### config.mk
export PLATFORM = sky130hd
export DESIGN_NAME = mem_port_arbiter
export DESIGN_NICKNAME = d
export VERILOG_FILES = /design/src/rtl/mem_arb_pkg.sv /design/src/rtl/mem_arb_watchdog.sv /design/src/rtl/mem_port_arbiter.sv
export SDC_FILE = /design/constraint.sdc
export NUM_CORES = 1
export LEC_CHECK = 0
export CAP_MARGIN = 20
export CORE_ASPECT_RATIO = 1.2
export CORE_UTILIZATION = 31
export CTS_CLUSTER_SIZE = 28
export DETAILED_ROUTE_END_ITERATION = 10
export PLACE_DENSITY_LB_ADDON = 0.2
export SYNTH_ARGS = -nofsm -noshare
export SYNTH_HDL_FRONTEND = slang
export SYNTH_SLANG_ARGS = --single-unit
### constraint.sdc
create_clock -name clk -period 1.8 [get_ports clk]
set_input_delay 0.54 -clock clk [delete_from_list [all_inputs] [get_ports clk]]
set_output_delay 0.54 -clock clk [all_outputs]
set_load 0.1 [all_outputs]
### src/rtl/mem_arb_pkg.sv
// Shared definitions for the RAM port arbiter.
//   - arb_state_e : port sequencer states (IDLE -> WAIT_MOC -> RELEASE)
//   - PORT_*      : requester identifiers carried in the grant register
//   - RW_*        : RAM RW line levels
//   - OPC_LW      : opcode forced onto the RAM for instruction fetches
package mem_arb_pkg;

    typedef enum logic [1:0] {
        IDLE     = 2'd0,
        WAIT_MOC = 2'd1,
        RELEASE  = 2'd2
    } arb_state_e;

    localparam logic PORT_IF = 1'b0;
    localparam logic PORT_DM = 1'b1;

    localparam logic RW_READ  = 1'b1;
    localparam logic RW_WRITE = 1'b0;

    localparam logic [5:0] OPC_LW = 6'b100011;

endpackage

### src/rtl/mem_arb_watchdog.sv
// MOC watchdog: loadable up-counter with clear/enable and an expiry flag.
//   clk, reset   : clock, synchronous active-high reset
//   clr_i        : force count to zero (highest priority after reset)
//   load_i       : load load_val_i
//   load_val_i   : value to load
//   en_i         : count up by one
//   expired_o    : count has reached TIMEOUT-1
module mem_arb_watchdog #(
    parameter int unsigned TIMEOUT = 16,
    parameter int unsigned CNT_W   = (TIMEOUT > 1) ? $clog2(TIMEOUT) : 1
) (
    input  logic             clk,
    input  logic             reset,
    input  logic             clr_i,
    input  logic             en_i,
    input  logic             load_i,
    input  logic [CNT_W-1:0] load_val_i,
    output logic             expired_o
);

    logic [CNT_W-1:0] cnt_q, cnt_d;

    always_comb begin
        cnt_d = cnt_q;
        if (clr_i)       cnt_d = '0;
        else if (load_i) cnt_d = load_val_i;
        else if (en_i)   cnt_d = cnt_q + 1'b1;
    end

    always_ff @(posedge clk) begin
        if (reset) cnt_q <= '0;
        else       cnt_q <= cnt_d;
    end

    assign expired_o = (cnt_q == CNT_W'(TIMEOUT - 1));

endmodule

### src/rtl/mem_port_arbiter.sv
// Sequences the single RAM port (MOV/RW/MOC four-phase handshake) and shares
// it between instruction fetch (IF) and load/store (DM).
//   clk, reset              : clock, synchronous active-high reset
//   if_req/if_addr          : fetch request (word read), held until if_done
//   if_done/if_rdata        : fetch completion pulse / fetched word (held)
//   dm_req/dm_rw/dm_addr/
//   dm_opc/dm_wdata         : load/store request, held until dm_done
//   dm_done/dm_rdata        : data completion pulse / load data (held)
//   bus_err                 : pulses with done when the access timed out
//   ram_mov/ram_rw/ram_addr/
//   ram_opc/ram_wdata       : registered drive to the RAM
//   ram_moc/ram_rdata       : RAM completion and read data
module mem_port_arbiter
    import mem_arb_pkg::*;
#(
    parameter int unsigned ADDR_W       = 9,
    parameter int unsigned DATA_W       = 32,
    parameter int unsigned OPC_W        = 6,
    parameter int unsigned TIMEOUT      = 16,
    parameter int unsigned MAX_DATA_RUN = 4
) (
    input  logic              clk,
    input  logic              reset,
    input  logic              if_req,
    input  logic [ADDR_W-1:0] if_addr,
    output logic              if_done,
    output logic [DATA_W-1:0] if_rdata,
    input  logic              dm_req,
    input  logic              dm_rw,
    input  logic [ADDR_W-1:0] dm_addr,
    input  logic [OPC_W-1:0]  dm_opc,
    input  logic [DATA_W-1:0] dm_wdata,
    output logic              dm_done,
    output logic [DATA_W-1:0] dm_rdata,
    output logic              bus_err,
    output logic              ram_mov,
    output logic              ram_rw,
    output logic [ADDR_W-1:0] ram_addr,
    output logic [OPC_W-1:0]  ram_opc,
    output logic [DATA_W-1:0] ram_wdata,
    input  logic              ram_moc,
    input  logic [DATA_W-1:0] ram_rdata
);

    localparam int unsigned RUN_W = $clog2(MAX_DATA_RUN + 1);
    localparam logic [RUN_W-1:0] RUN_MAX = RUN_W'(MAX_DATA_RUN);

    arb_state_e        state_q, state_d;
    logic              gnt_q, gnt_d;
    logic [RUN_W-1:0]  run_cnt_q, run_cnt_d;
    logic              ram_mov_q, ram_mov_d;
    logic              ram_rw_q, ram_rw_d;
    logic [ADDR_W-1:0] ram_addr_q, ram_addr_d;
    logic [OPC_W-1:0]  ram_opc_q, ram_opc_d;
    logic [DATA_W-1:0] ram_wdata_q, ram_wdata_d;
    logic              if_done_q, if_done_d;
    logic              dm_done_q, dm_done_d;
    logic              bus_err_q, bus_err_d;
    logic [DATA_W-1:0] if_rdata_q, if_rdata_d;
    logic [DATA_W-1:0] dm_rdata_q, dm_rdata_d;

    logic any_req, pick_if, wd_expired;

    assign any_req = if_req | dm_req;
    // DM has priority unless IF has already been passed over MAX_DATA_RUN times.
    assign pick_if = if_req & (~dm_req | (run_cnt_q == RUN_MAX));

    mem_arb_watchdog #(
        .TIMEOUT (TIMEOUT)
    ) u_watchdog (
        .clk        (clk),
        .reset      (reset),
        .clr_i      ((state_q == IDLE) & any_req),
        .en_i       (state_q == WAIT_MOC),
        .load_i     (1'b0),
        .load_val_i ('0),
        .expired_o  (wd_expired)
    );

    always_ff @(posedge clk) begin
        if (reset) begin
            state_q     <= IDLE;
            gnt_q       <= PORT_IF;
            run_cnt_q   <= '0;
            ram_mov_q   <= 1'b0;
            ram_rw_q    <= 1'b0;
            ram_addr_q  <= '0;
            ram_opc_q   <= '0;
            ram_wdata_q <= '0;
            if_done_q   <= 1'b0;
            dm_done_q   <= 1'b0;
            bus_err_q   <= 1'b0;
            if_rdata_q  <= '0;
            dm_rdata_q  <= '0;
        end else begin
            state_q     <= state_d;
            gnt_q       <= gnt_d;
            run_cnt_q   <= run_cnt_d;
            ram_mov_q   <= ram_mov_d;
            ram_rw_q    <= ram_rw_d;
            ram_addr_q  <= ram_addr_d;
            ram_opc_q   <= ram_opc_d;
            ram_wdata_q <= ram_wdata_d;
            if_done_q   <= if_done_d;
            dm_done_q   <= dm_done_d;
            bus_err_q   <= bus_err_d;
            if_rdata_q  <= if_rdata_d;
            dm_rdata_q  <= dm_rdata_d;
        end
    end

    always_comb begin
        state_d = state_q;
        unique case (state_q)
            IDLE:     if (any_req)                state_d = WAIT_MOC;
            WAIT_MOC: if (ram_moc || wd_expired)  state_d = RELEASE;
            RELEASE:  if (!ram_moc)               state_d = IDLE;
            default:                              state_d = IDLE;
        endcase
    end

    always_comb begin
        gnt_d       = gnt_q;
        run_cnt_d   = run_cnt_q;
        ram_mov_d   = ram_mov_q;
        ram_rw_d    = ram_rw_q;
        ram_addr_d  = ram_addr_q;
        ram_opc_d   = ram_opc_q;
        ram_wdata_d = ram_wdata_q;
        if_done_d   = 1'b0;
        dm_done_d   = 1'b0;
        bus_err_d   = 1'b0;
        if_rdata_d  = if_rdata_q;
        dm_rdata_d  = dm_rdata_q;
        unique case (state_q)
            IDLE: begin
                // A DM grant with IF waiting implies run_cnt < max, so no saturation test.
                if (!if_req || pick_if) run_cnt_d = '0;
                else                    run_cnt_d = run_cnt_q + 1'b1;
                if (any_req) begin
                    ram_mov_d = 1'b1;
                    if (pick_if) begin
                        gnt_d       = PORT_IF;
                        ram_rw_d    = RW_READ;
                        ram_addr_d  = if_addr;
                        ram_opc_d   = OPC_W'(OPC_LW);
                        ram_wdata_d = '0;
                    end else begin
                        gnt_d       = PORT_DM;
                        ram_rw_d    = dm_rw;
                        ram_addr_d  = dm_addr;
                        ram_opc_d   = dm_opc;
                        ram_wdata_d = dm_wdata;
                    end
                end
            end
            WAIT_MOC: begin
                if (ram_moc || wd_expired) begin
                    ram_mov_d = 1'b0;
                    bus_err_d = ~ram_moc;
                    if (gnt_q == PORT_IF) begin
                        if_done_d = 1'b1;
                        if (ram_moc && ram_rw_q == RW_READ) if_rdata_d = ram_rdata;
                    end else begin
                        dm_done_d = 1'b1;
                        if (ram_moc && ram_rw_q == RW_READ) dm_rdata_d = ram_rdata;
                    end
                end
            end
            default: ;
        endcase
    end

    assign if_done   = if_done_q;
    assign dm_done   = dm_done_q;
    assign bus_err   = bus_err_q;
    assign if_rdata  = if_rdata_q;
    assign dm_rdata  = dm_rdata_q;
    assign ram_mov   = ram_mov_q;
    assign ram_rw    = ram_rw_q;
    assign ram_addr  = ram_addr_q;
    assign ram_opc   = ram_opc_q;
    assign ram_wdata = ram_wdata_q;

endmodule
==> flow_metrics.env <==
export IMPL_fin_tns_setup_ns=0
export IMPL_grt_max_degree=67
export IMPL_area_growth_pct=82.9
export IMPL_num_vias=5288
export IMPL_seq_area_frac_synth_pct=50.7
export IMPL_viasPerCell=5.30
export IMPL_worstPathRequired_ns=2.08
export IMPL_ant_nets=0
export IMPL_synthDominantAreaCellType="dfxtp_1"
export IMPL_cts_hold_buffers=0
export IMPL_synth_edf_count=0
export IMPL_status="finished, final reports clean"
export IMPL_nNetsFinal=874
export IMPL_root_buffer="clkbuf_16"
export IMPL_cp_arrival_ns=1.94
export IMPL_clock_latency_ns=0.41
export IMPL_path_clk_slew_ns=0.05
export IMPL_slew_headroom_pct=54.0
export IMPL_post_cts_resize_count=0
export IMPL_synth_area_leaders="dfxtp_1 51%, a21oi_1 12%, o21ai_0 10%"
export IMPL_final_fill_count=1318
export IMPL_cp_buffers_inverters=1
export IMPL_async_reset_ff_share_pct=0
export IMPL_ys_warn_count=0
export IMPL_netlist_top_cells_count="126 x dfxtp_1, 115 x a21oi_1, 102 x o21ai_0, 101 x nand3_1, 48 x clkbuf_1"
export IMPL_cts_buffers=17
export IMPL_cts_max_path_buffers=2
export IMPL_io_buffer_count=209
export IMPL_syn_cell_area_um2=4970
export IMPL_drt_first_pass_iters=5
export IMPL_htree_levels=4
export IMPL_cts_setup_buffers=0
export IMPL_final_area_um2=9100
export IMPL_synth_nets=683
export IMPL_row_count=50
export IMPL_finalSetupViolCount=0
export IMPL_coreArea_um2=15600
export IMPL_ir_drop_uv=585
export IMPL_place_congestion=0.737
export IMPL_die_area_um2=16600
export IMPL_drv_slew=0
export IMPL_p_comb_share_pct=23.2
export IMPL_placed_area_um2=8500
export IMPL_synth_top_area_share_pct=50.7
export IMPL_cts_tree="built"
export IMPL_antenna_found_initial=0
export IMPL_p_leak_uw=0.00324
export IMPL_cts_sinks=126
export IMPL_hpwl_um=11000
export IMPL_grt_pass1_wl_um=26400
export IMPL_ys_flop_type="dfxtp_1"
export IMPL_crit_chain="inv_1 > ha_1 > a21bo_2 > a2111oi_1 > nor4_1"
export IMPL_max_stage_delay_ns=0.49
export IMPL_worst_pin_slew_ns=0.690
export IMPL_min_period_over_period_pct=92.4
export IMPL_worstSetupPathType="register to register"
export IMPL_die_w_um=118
export IMPL_yosysMostFrequentCell="dfxtp_1"
export IMPL_ys_seq_elements=126
export IMPL_powerDensity_nw_per_um2=924
export IMPL_grt_usage_pct=19.6
export IMPL_hold_viol=0
export IMPL_utilization_pct=58.2
export IMPL_pin_count=210
export IMPL_critPathMaxFanout=9
export IMPL_antennaDiodeCount=0
export IMPL_ys_types=38
export IMPL_switching_share_pct=29.5
export IMPL_grt_overflow=0
export IMPL_reg2reg_from="run_cnt_q[1]"
export IMPL_wl_per_cell_um=16.0
export IMPL_syn_area_per_cell_um2=8.49
export IMPL_finClkSkew_ns=0.00805
export IMPL_fmax_mhz=601
export IMPL_rsz0062_at_grt="false"
export IMPL_drive_above_1_share_pct=23.6
export IMPL_routed_wl_um=16000
export IMPL_min_from="reset"
export IMPL_p_int_uw=5920
export IMPL_drt_initial_drc_count=287
export IMPL_die_height_um=141
export IMPL_crit_start="run_cnt_q[1]"
export IMPL_min_period_ns=1.66
export IMPL_start_util_pct=31.8
export IMPL_p_switching_uw=2480
export IMPL_grt_pass1_vias=5330
export IMPL_worstSetupEndpointType="register"
export IMPL_crit_family="compound AO/OA/AOI/OAI gates"
export IMPL_syn_inst=586
export IMPL_hold_class="input pin to register"
export IMPL_p_clk_share_pct=40.8
export IMPL_startpoint_type="register"
export IMPL_drc=0
export IMPL_maxCapViolCount=0
export IMPL_critPathSlowestCell="a2111oi_1"
export IMPL_seqPwrFrac_pct=36.0
through the flow:
step | total power [uW] | hold slack [ns] | worst slack, ns | cells
floorplan | 4170 | 0.449 | 0.241 | 586
global placement | 5000 | 0.459 | -0.248 | 966
detailed placement | 5030 | 0.477 | -0.355 | 966
CTS | 8500 | 0.455 | 0.0809 | 997
global route | 8720 | 0.477 | 0.0344 | 997
finish | 8410 | 0.476 | 0.137 | 997
cells in the final DEF, fill, tap and decap left out, types with 4 or more instances in the layout:
cell and count:
buf_4 21, o21ai_0 102, o221a_2 4, nand3_1 101
nor4b_1 10, clkdlybuf4s50_1 92, clkbuf_1 4, buf_12 123
nand2_1 6, clkbuf_16 17, a21oi_1 115, clkinv_2 4
nor3_1 4, dfxtp_1 124, nor4_1 9, a2111oi_0 7
path summary, 6_finish.rpt:
check | endpoint | slack [ns] | depth (start not counted)
max | ram_addr[2] | 0.14 | 5
min | run_cnt_q[1] | 0.48 | 2
max reg2reg | ram_addr[2] | 0.14 | 5
min reg2reg | run_cnt_q[1] | 0.49 | 2
routing by layer:
metal / track usage (%) / part of all wire [%] / vias to the layer above / wire [um]
li1: - / - / 2524 / -
met1: 23.1 / 42 / 2533 / 6660
met2: 32.6 / 48 / 214 / 7750
met3: 7.77 / 8.7 / 17 / 1400
met4: 6.01 / 1.2 / 0 / 197
met5: 0 / 0 / - / 0
state kept, by name, summed over array words and instances (netlist names), 2 cells and up:
| name | flops |
|---|---|
| dm_rdata | 32 |
| ram_wdata | 32 |
| ram_addr | 9 |
| ram_opc | 6 |
| u_watchdog.cnt_q | 4 |
| state_q | 2 |
| if_rdata | 32 |
| run_cnt_q | 3 |
area by class of cell:
class                      instances  area, um2  area share, %
clock buffer                      24        482           5.29
tap                              208        260           2.86
sequential                       126       2520           27.7
clock inverter                     7        110           1.21
inverter                           4       15.0          0.165
multi-input combinational        391       2160           23.7
timing repair buffer             237       3550           39.0
kinds of logic after synthesis:
logic type | after synthesis | share of synthesized area (%)
compound gates | 239 | 25.8
simple gates | 149 | 16.7
flops | 126 | 50.7
buf+inv | 69 | 6.04
fa+ha+maj | 3 | 0.755
power groups by stage:
stage	registers (uW)	logic, uW	clock network (uW)
global route	3040	2040	3640
finish	3030	1950	3430
floorplan	3760	409	0
detailed placement	3080	1950	0
CTS	3030	1950	3520
global placement	3080	1920	0
Note: power is estimated with default switching activity, not from simulation.
